## src/rtl/instr_fetch_pkg.sv

```systemverilog
// Shared definitions for the instruction-fetch unit: FSM encoding and PC step.
package instr_fetch_pkg;

   typedef enum logic [1:0] {
      FETCH = 2'd0,
      VALID = 2'd1,
      ERROR = 2'd2
   } fetch_state_e;

   localparam logic [31:0] PC_INCR = 32'd4;

endpackage

```

## src/rtl/fetch_timeout_ctr.sv

```systemverilog
// Counts consecutive FETCH cycles without an ack; flags expiry on the
// cycle that would complete TIMEOUT_CYC unanswered cycles.
module fetch_timeout_ctr #(
   parameter int TIMEOUT_CYC = 16
) (
   input  logic clk_i,
   input  logic clear_i,
   input  logic count_i,
   output logic expired_o
);

   logic [7:0] cnt_q, cnt_d;

   always_comb begin
      cnt_d = cnt_q;
      if (clear_i)      cnt_d = 8'd0;
      else if (count_i) cnt_d = cnt_q + 8'd1;
   end

   always_ff @(posedge clk_i) cnt_q <= cnt_d;

   // Expiry is reported in the last unanswered cycle so the FSM can move
   // to ERROR on the following edge.
   assign expired_o = count_i && !clear_i && (cnt_q == 8'(TIMEOUT_CYC - 1));

endmodule

```

## src/rtl/instr_fetch.sv

```systemverilog
// Instruction fetch unit: FETCH/VALID/ERROR sequencer with memory timeout.
// Optional retired-fetch counter enabled by defining FETCH_PERF_EN.
module instr_fetch
   import instr_fetch_pkg::*;
#(
   parameter logic [31:0] RESET_PC    = 32'h0000_0000,
   parameter int          TIMEOUT_CYC = 16
) (
   input  logic        clk,
   input  logic        rst,
   input  logic        stall,
   input  logic        redirect_valid,
   input  logic [31:0] redirect_pc,
   output logic        imem_req,
   output logic [31:0] imem_addr,
   input  logic        imem_ack,
   input  logic [31:0] imem_rdata,
   output logic [31:0] instr,
   output logic        instr_valid,
   output logic [31:0] pc_out,
   output logic [31:0] pc_plus4,
   output logic        fetch_err
`ifdef FETCH_PERF_EN
  ,output logic [31:0] fetch_count
`endif
);

   fetch_state_e state_q, state_d;
   logic [31:0]  pc_q, pc_d;
   logic [31:0]  instr_q, instr_d;
   logic [31:0]  pc_out_q, pc_out_d;
   logic         err_q, err_d;
   logic         in_fetch, expired;

   assign in_fetch = (state_q == FETCH);

   fetch_timeout_ctr #(.TIMEOUT_CYC(TIMEOUT_CYC)) u_tmo (
      .clk_i    (clk),
      .clear_i  (rst || redirect_valid || imem_ack || !in_fetch),
      .count_i  (in_fetch),
      .expired_o(expired)
   );

`ifdef FETCH_PERF_EN
   logic [31:0] cnt_q, cnt_d;
   assign cnt_d = (state_q == VALID && state_d == FETCH) ? cnt_q + 32'd1 : cnt_q;
   always_ff @(posedge clk) begin
      if (rst) cnt_q <= 32'd0;
      else     cnt_q <= cnt_d;
   end
   assign fetch_count = cnt_q;
`endif

   always_comb begin
      state_d  = state_q;
      pc_d     = pc_q;
      instr_d  = instr_q;
      pc_out_d = pc_out_q;
      err_d    = err_q;
      // Redirect wins over everything but reset; same-cycle ack data is lost.
      if (redirect_valid) begin
         pc_d    = redirect_pc & ~32'd3;
         state_d = FETCH;
      end else begin
         case (state_q)
            FETCH: begin
               if (imem_ack) begin
                  instr_d  = imem_rdata;
                  pc_out_d = pc_q;
                  pc_d     = pc_q + PC_INCR;
                  state_d  = VALID;
               end else if (expired) begin
                  err_d   = 1'b1;
                  state_d = ERROR;
               end
            end
            VALID:   if (!stall) state_d = FETCH;
            default: state_d = state_q;
         endcase
      end
   end

   always_ff @(posedge clk) begin
      if (rst) begin
         state_q  <= FETCH;
         pc_q     <= RESET_PC;
         instr_q  <= 32'd0;
         pc_out_q <= RESET_PC;
         err_q    <= 1'b0;
      end else begin
         state_q  <= state_d;
         pc_q     <= pc_d;
         instr_q  <= instr_d;
         pc_out_q <= pc_out_d;
         err_q    <= err_d;
      end
   end

   assign imem_req    = in_fetch && !rst;
   assign imem_addr   = pc_q;
   assign instr       = instr_q;
   assign instr_valid = (state_q == VALID);
   assign pc_out      = pc_out_q;
   assign pc_plus4    = pc_out_q + PC_INCR;
   assign fetch_err   = err_q;

endmodule

```

## config.mk

```make
export PLATFORM = sky130hd
export DESIGN_NAME = instr_fetch
export DESIGN_NICKNAME = d
export VERILOG_FILES = /design/src/rtl/instr_fetch_pkg.sv /design/src/rtl/fetch_timeout_ctr.sv /design/src/rtl/instr_fetch.sv
export SDC_FILE = /design/constraint.sdc
export NUM_CORES = 1
export LEC_CHECK = 0
export ABC_AREA = 1
export BUFFER_PORTS_ARGS = -buffer_cell sky130_fd_sc_hd__clkbuf_2
export CAP_MARGIN = 20
export CORE_MARGIN = 1.5
export CORE_UTILIZATION = 48
export CTS_CLUSTER_SIZE = 10
export DETAILED_ROUTE_END_ITERATION = 12
export HOLD_SLACK_MARGIN = 0.06
export PLACE_DENSITY = 0.86
export SLEW_MARGIN = 10
export SYNTH_ARGS = -nofsm -noshare
export SYNTH_HDL_FRONTEND = slang
export SYNTH_SLANG_ARGS = --single-unit
```

## constraint.sdc

```tcl
create_clock -name clk -period 4.3 [get_ports clk]
set_clock_uncertainty 0.2 [all_clocks]
set_input_delay 0.86 -clock clk [delete_from_list [all_inputs] [get_ports clk]]
set_output_delay 0.86 -clock clk [all_outputs]
set_load 0.02 [all_outputs]
```

-- Word level (Yosys, flattened, before mapping)
Cells that the tools add are included.
- memory bits (writable): 0
- latch bits: 0
- output and inout bits: 131
- register bits: 107
- memories: 0
- ROM bits: 0
- reduce and logical (&&, ||, !) cells: 19
- add/sub/neg operators: 3
- shifts and indexed selects: 0
- multipliers: 0
- muxes and demuxes: 7
- divide/modulo/power cells: 0
- order comparisons: 0
- equal/unequal tests: 4
- bitwise gates (word level): 2
- operator list (operator ; count):
    two-way mux 32 bit ; 3
    adder 32 x 3 -> 32 bit, second input constant ; 2
    adder 8 x 1 -> 8 bit, second input constant ; 1
    == test 8 x 4 -> 1 bit, second input constant ; 1
    two-way mux 2 bit ; 3
    AND reduction 3 bit ; 2
    nonzero test 2 bit ; 3
    case mux 2 bit (2 select lines) ; 1
    AND reduction 2 bit ; 2
    AND reduction 4 bit ; 1
    logical AND 1 bit ; 3
    zero test 1 bit ; 3
    logical OR 1 bit ; 3
    != test 3 x 2 -> 1 bit, second input constant ; 1
    == test 2 x 1 -> 1 bit, second input constant ; 1
    zero test 2 bit ; 1
    != test 2 bit, second input constant ; 1
    inverter 1 bit ; 2
    OR reduction 2 bit ; 1

-- Depth between registers and ports, before layout
Gate-level depths: netlist of run 1.
- depth in word-level cells: 9
- gate-level depth with buffers: 11

-- Modules after synthesis
Synthesis of run 1 repeated with hierarchy kept, for this count alone.
- cells, all modules: 834
- area total of the unflattened synthesis: 5606.6 um^2
- modules (own cells, without submodules) (module ; instances ; area an instance (um^2) ; cells an instance):
    instr_fetch ; 1 ; 5221.3 ; 779
    fetch_timeout_ctr ; 1 ; 385.4 ; 55

-- Worst setup path after synthesis of run 1
OpenSTA, ideal clock, no wires.
- path kind: register -> output
- start point: register pc_out_q[3] (netlist: pc_out[3])
- end point: output port pc_plus4[20]
- path buffers: 0
- cell stages (with the launch flop): 9
- arrival: 1.723 ns
- setup slack: 1.517 ns
- cells stage by stage: dfxtp_1 > ha_1 > nand2_1 > nor3_2 > nand2_1 > nor2_2 > nand2_2 > nor2_2 > xor2_1
- word-level cells in the longest chain between the ends: 1
- RTL lines (element ; RTL line ; source):
    from (decl) ; instr_fetch.sv:31 ; logic [31:0] pc_out_q, pc_out_d;
    from (signal assigned) ; instr_fetch.sv:94 ; pc_out_q <= pc_out_d;
    adder 32 x 3 -> 32 bit ; instr_fetch.sv:104 ; assign pc_plus4 = pc_out_q + PC_INCR;
    to (decl) ; instr_fetch.sv:21 ; output logic [31:0] pc_plus4,
Every way passes these cells.

-- Worst setup path in the final report of run 1
- start point: register pc_out_q[8] (netlist: pc_out[8])
- end point: output port pc_plus4[22]
Same word-level chain as after synthesis.

==> impl_metrics.json, run 1 <==
{
  "critical_path.max_stage_delay_ns": 0.43,
  "ir_drop_uv": 194,
  "worst-r2r-cell-count": 6,
  "layout.nets": 1068,
  "port_buffers": 191,
  "reg2reg_to": "instr[28]$_SDFFE_PP0P_",
  "timing.critical_path.to_type": "output port",
  "yosys_reg_bits": 103,
  "pwr_density_cell_nw_per_um2": 339,
  "placement_rows": 38,
  "synth.area.top_cells": "sky130_fd_sc_hd__dfxtp_1, sky130_fd_sc_hd__nand2_1, sky130_fd_sc_hd__nor2_1",
  "grt_antenna_before_repair": 0,
  "timing_worst_slew_pin_value_ns": 0.903,
  "synth-warning-count": 0,
  "worstPathRequired_ns": 3.24,
  "post_cts_resized": 0,
  "synth-edff-count": 0,
  "dp.final_hpwl_um": 12100,
  "fin_crit_ns": 3.16,
  "dp_slack_ns": 1.42,
  "setup_violations": 0,
  "cp_cell_sequence": "inv_1, nor3_1, nand2_1, nor3_1, xor2_1, clkbuf_2",
  "multi_input_comb_area_um2": 2920,
  "async_flop_share_pct": 0,
  "fmax_ghz": 0.317,
  "timing.critical_path.fanout_max": 5,
  "first_global_vias": 5229,
  "final-max-slew-violation-count": 0,
  "comb_power_share_pct": 18.0,
  "synth.top_cell.area_share_pct": 37.6,
  "globalRouteOverflowTotal": 0,
  "power_frac_seq_pct": 47.2,
  "fin_ws_ns": 1.14,
  "cts_made_buffers": 9,
  "final.fill_count": 1056,
  "count_of_cell_types_in_the_netlist": 40,
  "synth.avg_cell_area_um2": 6.68,
  "path_class": "reg2out",
  "core-area_um2": 11000,
  "primary_ff_master_synth": "sky130_fd_sc_hd__dfxtp_1",
  "clk_transition_reported_paths_ns": 0.08,
  "detail_route.iter0.violations": 602,
  "switchingPower_w": 0.000722,
  "drt-vias-per-instance": 5.27,
  "post_synth_inst_count": 821,
  "avg_wl_per_cell_um": 14.2,
  "postRouteAntennaNets": 0,
  "cts_tree": "built",
  "cts-htree-levels": 3,
  "dr.pass1.iters": 5,
  "reg2reg_slack_ns": 2.14,
  "area_growth_syn_to_layout_pct": 23.1,
  "synth_seq_area_share_pct": 37.6,
  "n_antenna_cell": 0,
  "timing.hold.worst_path_depth": 1,
  "regToRegStartpoint": "state_q[1]$_SDFFE_PP0P_",
  "clock_power_share_pct": 34.8,
  "min-delay-path-class": "reg2reg",
  "finalHoldViolations": 0,
  "startpoint_type": "flip-flop",
  "path_common_cell": "sky130_fd_sc_hd__nor3_1",
  "drive_above_1_share_pct": 24.0,
  "run_status": "complete, no violations",
  "worst_ep_arrival_time_ns": 2.10,
  "clock_tree.buffer_depth": 2,
  "final_min_period_over_clock_period_pct": 73.4,
  "power_leakage_nw": 3.07,
  "fp.dieW_um": 110,
  "grt_start_max_net_pins": 74,
  "die_area_um2": 12100,
  "clk-insertion-delay-late_ns": 0.35,
  "fp.dieH_um": 110,
  "cts.sinks": 103,
  "finalWirelength_um": 16200,
  "max-cap-violations": 0,
  "syn_area_um2": 5480,
  "cts_hold_buf": 0,
  "cts_root_buffer": "sky130_fd_sc_hd__clkbuf_16",
  "finalWeightedCongestion": 0.983,
  "timing.setup.tns_ns": 0,
  "initial_utilization_pct": 49.9,
  "internal-power_w": 0.00157,
  "postCtsSetupRepairBufs": 0,
  "grt.total_usage_pct": 27.3,
  "detail_route.drc_violations": 0,
  "crit_slowest_cell": "sky130_fd_sc_hd__dfxtp_1",
  "worst_case_hold_path_end_point": "u_tmo.cnt_q[0]$_SDFFE_PP0N_",
  "post_synth_top_area_cell": "sky130_fd_sc_hd__dfxtp_1",
  "num_vias": 6018,
  "worst_hold_startpoint": "u_tmo.cnt_q[0]$_SDFFE_PP0N_",
  "grt_pass1_wl_um": 25500,
  "max-slew-margin-rel_pct": 39.8,
  "num_io_pins": 200,
  "power_switching_share_pct": 31.5,
  "rsz0062_at_grt": "false",
  "seqCellArea_um2": 2060
}
power by group through the flow:
stage                     sequential, W  clock, W  combinational [W]
after floorplan                 0.00116         0           0.000205
after global placement          0.00110         0           0.000403
after detailed placement        0.00110         0           0.000410
after CTS                       0.00108  0.000805           0.000412
after global routing            0.00109  0.000852           0.000456
final                           0.00108  0.000797           0.000411
through the flow:
step | total power (W) | util (%) | cells | area [µm²] | hold WS, ns
finish | 0.00229 | 61.4 | 1141 | 6750 | 0.237
CTS | 0.00230 | 61.4 | 1141 | 6750 | 0.241
global placement | 0.00150 | 58.8 | 1125 | 6460 | 0.223
floorplan | 0.00136 | - | 826 | 5500 | 0.209
detailed placement | 0.00151 | 58.8 | 1125 | 6460 | 0.230
global route | 0.00240 | 61.4 | 1141 | 6750 | 0.265
how the worst max path moves through the flow:
stage,from,to,cells after the start
finish,pc_out[8]$_SDFFE_PP0P_,pc_plus4[22],6
global route,pc_out[3]$_SDFFE_PP0P_,pc_plus4[20],9
CTS,pc_out[3]$_SDFFE_PP0P_,pc_plus4[20],9
detailed placement,rst,imem_req,3
global placement,rst,imem_req,3
floorplan,pc_out[3]$_SDFFE_PP0P_,pc_plus4[20],8
area by class of cell:
class	instances	share of cell area [%]
clock buffers	10	3.54
clock inverters	6	0.760
inverters	83	4.65
multi-input cells	604	43.3
flip-flops and latches	103	30.6
well taps	140	2.60
repair buffers	195	14.6
cells in the mapped netlist, types with 2 or more instances:
cell type	instances
sky130_fd_sc_hd__nor2_1	159
sky130_fd_sc_hd__buf_4	8
sky130_fd_sc_hd__o21ai_0	62
sky130_fd_sc_hd__nor4_1	3
sky130_fd_sc_hd__ha_1	3
sky130_fd_sc_hd__nand3_1	48
sky130_fd_sc_hd__a211oi_1	12
sky130_fd_sc_hd__buf_2	7
sky130_fd_sc_hd__clkbuf_1	16
sky130_fd_sc_hd__inv_1	78
sky130_fd_sc_hd__a22oi_1	3
sky130_fd_sc_hd__inv_2	4
sky130_fd_sc_hd__xor2_1	23
sky130_fd_sc_hd__buf_6	4
sky130_fd_sc_hd__xnor2_1	7
sky130_fd_sc_hd__nor3_2	2
sky130_fd_sc_hd__a21oi_1	36
sky130_fd_sc_hd__nor3_1	21
sky130_fd_sc_hd__nand2_1	162
sky130_fd_sc_hd__nand4_1	17
sky130_fd_sc_hd__a31oi_1	6
sky130_fd_sc_hd__nand2_2	5
sky130_fd_sc_hd__nand3b_1	4
sky130_fd_sc_hd__nor2_2	12
sky130_fd_sc_hd__dfxtp_1	103
sky130_fd_sc_hd__nor2_4	2
sequential cells by signal (all words and copies together), names as in the netlist:
signal,cells
state_q,2
fetch_err,1
instr,32
u_tmo.cnt_q,8
imem_addr,30
pc_out,30
cell families after synthesis:
logic type	count (synthesis)	synth area share (%)
flip-flops	103	37.6
buffers and inverters	119	9.45
other	1	0.0684
XOR/XNOR	30	4.79
AND/OR/NAND/NOR	440	34.9
AO/OA/AOI/OAI	125	12.5
adder cells (fa/ha/maj)	3	0.685
cells in the final DEF (no fill, tap or decap), types with 4 or more instances in the layout:
master	Yosys	final
sky130_fd_sc_hd__a21oi_1	36	36
sky130_fd_sc_hd__clkbuf_2	0	191
sky130_fd_sc_hd__a211oi_1	12	12
sky130_fd_sc_hd__clkbuf_16	0	9
sky130_fd_sc_hd__inv_2	4	4
sky130_fd_sc_hd__conb_1	1	6
sky130_fd_sc_hd__nor2_2	12	12
sky130_fd_sc_hd__a31oi_1	6	6
sky130_fd_sc_hd__o21ai_0	62	62
sky130_fd_sc_hd__dfxtp_1	103	103
sky130_fd_sc_hd__buf_4	8	4
sky130_fd_sc_hd__inv_1	78	78
sky130_fd_sc_hd__nand3_1	48	48
sky130_fd_sc_hd__nand2_1	162	162
sky130_fd_sc_hd__nor2_1	159	159
sky130_fd_sc_hd__xnor2_1	7	7
sky130_fd_sc_hd__nand4_1	17	17
sky130_fd_sc_hd__xor2_1	23	23
sky130_fd_sc_hd__nand3b_1	4	4
sky130_fd_sc_hd__nor3_1	21	21
sky130_fd_sc_hd__nand2_2	5	5
worst max-delay path, delay by kind of cell (launching register included):
family,cells,cell delay (ns)
and+or+nand+nor,3,0.86
xor gates and xnor gates,1,0.18
DFF,1,0.43
buffers and inverters,2,0.29
routing by layer:
layer / part of all wire (%) / track usage [%] / vias up
met5: 0 / 0 / -
met4: 3.5 / 12.2 / 0
met3: 9.2 / 5.57 / 44
met2: 46 / 45.4 / 330
met1: 42 / 34.0 / 2631
li1: - / - / 3013
Power figures use the tool's default switching activity.
==> run 2, diff against run 1 <==
--- a/config.mk
+++ b/config.mk
@@ -9,11 +9,11 @@
 export BUFFER_PORTS_ARGS = -buffer_cell sky130_fd_sc_hd__clkbuf_2
 export CAP_MARGIN = 20
 export CORE_MARGIN = 1.5
-export CORE_UTILIZATION = 48
+export CORE_UTILIZATION = 45
 export CTS_CLUSTER_SIZE = 10
 export DETAILED_ROUTE_END_ITERATION = 12
 export HOLD_SLACK_MARGIN = 0.06
-export PLACE_DENSITY = 0.86
+export PLACE_DENSITY = 0.85
 export SLEW_MARGIN = 10
 export SYNTH_ARGS = -nofsm -noshare
 export SYNTH_HDL_FRONTEND = slang
==> constraint.sdc (replaced) <==
create_clock -name clk -period 2.7 [get_ports clk]
set_clock_uncertainty 0.2 [all_clocks]
set_input_delay 0.54 -clock clk [delete_from_list [all_inputs] [get_ports clk]]
set_output_delay 0.54 -clock clk [all_outputs]
set_load 0.02 [all_outputs]
==> impl_metrics.json, run 2 (synthesis gave the netlist of run 1 again) <==
{
  "ir_drop_uv": 354,
  "cts-htree-levels": 3,
  "area_growth_syn_to_layout_pct": 27.9,
  "die_area_um2": 12900,
  "detail_route.iter0.violations": 552,
  "rsz0062_at_grt": "true",
  "fin_crit_ns": 2.59,
  "clk-insertion-delay-late_ns": 0.35,
  "switchingPower_w": 0.00115,
  "grt.total_usage_pct": 26.3,
  "final.fill_count": 1180,
  "cts_tree": "built",
  "cts_root_buffer": "sky130_fd_sc_hd__clkbuf_16",
  "cts.sinks": 103,
  "postRouteAntennaNets": 0,
  "placement_rows": 40,
  "place.detailed.instances": 1139,
  "run_status": "complete, no violations",
  "clk_transition_reported_paths_ns": 0.07,
  "detailed_place.area_um2": 6550,
  "cts_made_buffers": 9,
  "fp.dieW_um": 113,
  "max-slew-margin-rel_pct": 64.1,
  "max-cap-violations": 0,
  "core-area_um2": 12000,
  "internal-power_w": 0.00260,
  "power_switching_share_pct": 30.8,
  "fmax_ghz": 0.386,
  "timing_worst_slew_pin_value_ns": 0.539,
  "num_vias": 5999,
  "n_antenna_cell": 0,
  "final-max-slew-violation-count": 0,
  "power_frac_seq_pct": 45.9,
  "pwr_density_cell_nw_per_um2": 535,
  "initial_utilization_pct": 45.8,
  "detail_route.drc_violations": 0,
  "clock_power_share_pct": 35.9,
  "timing.critical_path.fanout_max": 4,
  "final-instance-count-excl-fill": 1159,
  "final_min_period_over_clock_period_pct": 95.9,
  "final_common_cell": "sky130_fd_sc_hd__clkbuf_2",
  "setup_violations": 0,
  "grt_start_max_net_pins": 60,
  "final_cell_area_um2": 7010,
  "startpoint_type": "flip-flop",
  "num_io_pins": 200,
  "fp.dieH_um": 113,
  "grt_pass1_wl_um": 26900,
  "layout.nets": 1079,
  "dp.final_hpwl_um": 12900,
  "timing.critical_path.to_type": "output port",
  "worstPathRequired_ns": 1.96,
  "finalWirelength_um": 17000,
  "path_class": "reg2out",
  "first_global_vias": 5446,
  "drt-vias-per-instance": 5.18,
  "layout.cells.most_common_list": "sky130_fd_sc_hd__clkbuf_2, sky130_fd_sc_hd__nand2_1, sky130_fd_sc_hd__nor2_1",
  "min-delay-path-class": "in2reg",
  "finalWeightedCongestion": 0.960,
  "port_buffers": 191,
  "dr.pass1.iters": 5,
  "avg_wl_per_cell_um": 14.7,
  "largest_reg_flops": 32,
  "finalHoldViolations": 0,
  "clock_tree.buffer_depth": 2,
  "worst_ep_arrival_time_ns": 1.85,
  "drive_above_1_share_pct": 27.9,
  "comb_power_share_pct": 18.2,
  "grt_antenna_before_repair": 0,
  "power_leakage_nw": 3.17,
  "globalRouteOverflowTotal": 0,
  "timing.setup.tns_ns": 0
}
-- run 2: cell types whose count changed in the layout (fill, tap and decap cells not counted), sizes merged --
cell	previous run	this run
buf	4	18
clkbuf	201	198
bufinv	0	1
clkinv	3	2
clkinvlp	0	1
inv	86	85
-- run 2: repair_timing --
item / in CTS / in global routing
gates cloned: 0 / 0
endpoints found under the setup margin: 8 / 16
hold buffers: 0 / 0
pin swaps: 3 / 5
setup buffers: 3 / 1
gates resized for setup: 17 / 29
-- run 2: final timing paths --
kind / slack (ns) / start / to / cells after the start
setup / recovery: 0.11 / pc_out[3]$_SDFFE_PP0P_ / pc_plus4[28] / 8
hold / removal: 0.21 / rst / fetch_err$_SDFFE_PP0P_ / 2
setup reg to reg: 0.64 / imem_addr[3]$_SDFFE_PP0P_ / imem_addr[20]$_SDFFE_PP0P_ / 10
hold reg to reg: 0.24 / u_tmo.cnt_q[0]$_SDFFE_PP0N_ / u_tmo.cnt_q[0]$_SDFFE_PP0N_ / 1
-- run 2: worst max-delay path: stages, from the launching register on --
cell and delay, ns:
sky130_fd_sc_hd__dfxtp_4 0.38, sky130_fd_sc_hd__ha_4 0.14, sky130_fd_sc_hd__nand2_2 0.07, sky130_fd_sc_hd__nor3_4 0.16, sky130_fd_sc_hd__nand2_2 0.09, sky130_fd_sc_hd__nor2_4 0.14
sky130_fd_sc_hd__nand4_1 0.13, sky130_fd_sc_hd__xor2_1 0.19, sky130_fd_sc_hd__clkbuf_4 0.20
-- run 2: area by class of cell --
type	count	area (µm²)	area share [%]
clock inverters	6	65.1	0.928
multi-input cells	604	3020	43.1
clock buffers	10	239	3.41
inverters	83	314	4.48
well taps	147	184	2.62
repair buffers	206	1100	15.7
flip-flops and latches	103	2090	29.8
-- run 2: power groups by stage --
stage	clock, W	combinational, W	sequential, W
finish	0.00135	0.000683	0.00172
global route	0.00142	0.000750	0.00173
CTS	0.00135	0.000682	0.00172
detailed placement	0	0.000675	0.00175
global placement	0	0.000664	0.00175
floorplan	0	0.000326	0.00184
-- run 2: metal layers --
| metal | global-route usage [%] | routed length [µm] | up-vias |
|---|---|---|---|
| met5 | 0 | 0 | - |
| met2 | 45.8 | 8130 | 244 |
| met3 | 4.68 | 1110 | 30 |
| li1 | - | - | 3027 |
| met4 | 9.92 | 407 | 0 |
| met1 | 32.7 | 7380 | 2698 |
-- run 2: stage by stage --
| step | hold slack, ns | setup slack [ns] | power, W | utilization, % |
|---|---|---|---|---|
| after floorplan | 0.209 | 0.237 | 0.00217 | - |
| after global placement | 0.223 | 0.277 | 0.00241 | 54.7 |
| after detailed placement | 0.227 | 0.226 | 0.00243 | 54.7 |
| after CTS | 0.201 | 0.0116 | 0.00375 | 57.9 |
| after global routing | 0.222 | -0.0102 | 0.00390 | 58.6 |
| final | 0.212 | 0.110 | 0.00375 | 58.6 |
==> run 3, diff against run 2 <==
--- a/config.mk
+++ b/config.mk
@@ -8,6 +8,7 @@
 export ABC_AREA = 1
 export BUFFER_PORTS_ARGS = -buffer_cell sky130_fd_sc_hd__clkbuf_2
 export CAP_MARGIN = 20
+export CORE_ASPECT_RATIO = 2
 export CORE_MARGIN = 1.5
 export CORE_UTILIZATION = 45
 export CTS_CLUSTER_SIZE = 10
==> impl_metrics.json, run 3 (synthesis gave the netlist of run 1 again) <==
{
  "globalRouteOverflowTotal": 0,
  "die_area_um2": 12900,
  "max-cap-violations": 0,
  "reg2reg_slack_ns": 0.57,
  "core-area_um2": 11800,
  "power_leakage_nw": 3.22,
  "num_io_pins": 200,
  "cts_hold_buf": 0,
  "top_layer": "met4",
  "drt-vias-per-instance": 5.27,
  "port_buffers": 191,
  "drive_above_1_share_pct": 28.0,
  "timing_worst_slew_pin_value_ns": 0.521,
  "detail_route.iter0.violations": 425,
  "dp.final_hpwl_um": 13500,
  "grt_start_max_net_pins": 74,
  "clock_tree.buffer_depth": 2,
  "pwr_density_cell_nw_per_um2": 516,
  "fin_crit_ns": 2.73,
  "power_total_w": 0.00364,
  "max-slew-margin-rel_pct": 65.2,
  "placement_rows": 56,
  "setup_violations": 2,
  "num_vias": 6101,
  "finalWeightedCongestion": 1.00,
  "cts.sinks": 103,
  "failed_checks": "negative setup slack",
  "clk_transition_reported_paths_ns": 0.08,
  "avg_wl_per_cell_um": 15.3,
  "grt.total_usage_pct": 27.5,
  "layout.cells.most_common_list": "sky130_fd_sc_hd__clkbuf_2, sky130_fd_sc_hd__nand2_1, sky130_fd_sc_hd__nor2_1",
  "initial_utilization_pct": 46.6,
  "cts_made_buffers": 9,
  "final_min_period_over_clock_period_pct": 101,
  "detail_route.wirelength.met1_um": 6120,
  "cts-htree-levels": 3,
  "clk-insertion-delay-late_ns": 0.35,
  "path_class": "reg2out",
  "detailed_place.area_um2": 6560,
  "area_growth_syn_to_layout_pct": 28.6,
  "grt_antenna_before_repair": 0,
  "largest_reg_flops": 32,
  "fp.dieW_um": 81.1,
  "final-max-slew-violation-count": 0,
  "fin_ws_ns": -0.0328,
  "worstPathRequired_ns": 1.96,
  "grt_pass1_wl_um": 27200,
  "n_antenna_cell": 0,
  "final_cell_area_um2": 7050,
  "cts_tree": "built",
  "layout.nets": 1079,
  "first_global_vias": 5675,
  "dr_wl_met3_um": 1170,
  "timing.critical_path.to_type": "output port",
  "fp.dieH_um": 159,
  "final_common_cell": "sky130_fd_sc_hd__clkbuf_2",
  "detail_route.drc_violations": 0,
  "dr.pass1.iters": 6,
  "ir_drop_uv": 409,
  "min-delay-path-class": "in2reg",
  "detailroute.wirelength.met2_um": 9090,
  "timing.setup.tns_ns": -0.0643,
  "finalWirelength_um": 17700,
  "fmax_ghz": 0.366,
  "run_status": "complete, but fails checks",
  "cts_root_buffer": "sky130_fd_sc_hd__clkbuf_16",
  "finalHoldViolations": 0,
  "timing.critical_path.fanout_max": 5,
  "startpoint_type": "flip-flop",
  "rsz0062_at_grt": "true",
  "worst_ep_arrival_time_ns": 1.99,
  "postRouteAntennaNets": 0
}
## run 3: cell count changes in the layout (fill, tap and decap cells not counted), sizes merged
cell / before / now
clkinvlp: 1 / 0
inv: 85 / 86
bufinv: 1 / 0
clkinv: 2 / 3
buf: 18 / 24
clkbuf: 198 / 192
## run 3: what timing repair did
item	in CTS	in global routing
gates cloned	0	0
endpoints found under the setup margin	12	17
resized for setup	8	60
buffers inserted	0	2
pin swaps	2	13
## run 3: worst max-delay path: stages (launching register included)
cell                      delay (ns)
sky130_fd_sc_hd__dfxtp_4        0.39
sky130_fd_sc_hd__ha_4           0.15
sky130_fd_sc_hd__nand2_4        0.06
sky130_fd_sc_hd__nor3_4         0.20
sky130_fd_sc_hd__nand2_2        0.10
sky130_fd_sc_hd__nor2_4         0.14
sky130_fd_sc_hd__nand2_2        0.09
sky130_fd_sc_hd__nor2_2         0.15
sky130_fd_sc_hd__xor2_1         0.19
sky130_fd_sc_hd__buf_4          0.17
## run 3: per-stage QoR
step / hold slack, ns / std cells / util [%] / worst slack (ns)
finish: 0.233 / 1157 / 59.9 / -0.0328
global route: 0.232 / 1157 / 59.9 / -0.115
CTS: 0.225 / 1155 / 58.3 / -0.0933
detailed placement: 0.245 / 1139 / 55.7 / 0.259
global placement: 0.229 / 1139 / 55.7 / 0.288
floorplan: 0.209 / 826 / - / 0.237
## run 3: metal layers
| layer | global-route usage (%) | up-vias |
|---|---|---|
| li1 | - | 3026 |
| met1 | 27.6 | 2696 |
| met2 | 47.2 | 297 |
| met3 | 5.39 | 82 |
| met4 | 21.9 | 0 |
| met5 | 0 | - |
## run 3: final cells by class
type / count / area, µm²
clock buffer: 10 / 229
fill: 1111 / 4720
inverter: 83 / 314
clock inverter: 6 / 51.3
tap: 145 / 181
timing repair buffer: 206 / 1110
sequential: 103 / 2090
multi-input combinational: 604 / 3070
## run 3: final timing paths
| path | cells after the start | endpoint | from |
|---|---|---|---|
| worst max-delay path | 9 | pc_plus4[20] | pc_out[3]$_SDFFE_PP0P_ |
| worst min-delay path | 3 | imem_addr[3]$_SDFFE_PP0P_ | redirect_pc[3] |
| worst max register to register | 9 | imem_addr[16]$_SDFFE_PP0P_ | imem_addr[3]$_SDFFE_PP0P_ |
| worst min register to register | 2 | fetch_err$_SDFFE_PP0P_ | fetch_err$_SDFFE_PP0P_ |
## run 3: power by group
| group | internal [W] | switching [W] | leakage, nW |
|---|---|---|---|
| logic | 0.000237 | 0.000455 | 2.23 |
| registers | 0.00161 | 0.000104 | 0.853 |
| clock network | 0.000641 | 0.000592 | 0.139 |
| total | 0.00249 | 0.00115 | 3.22 |
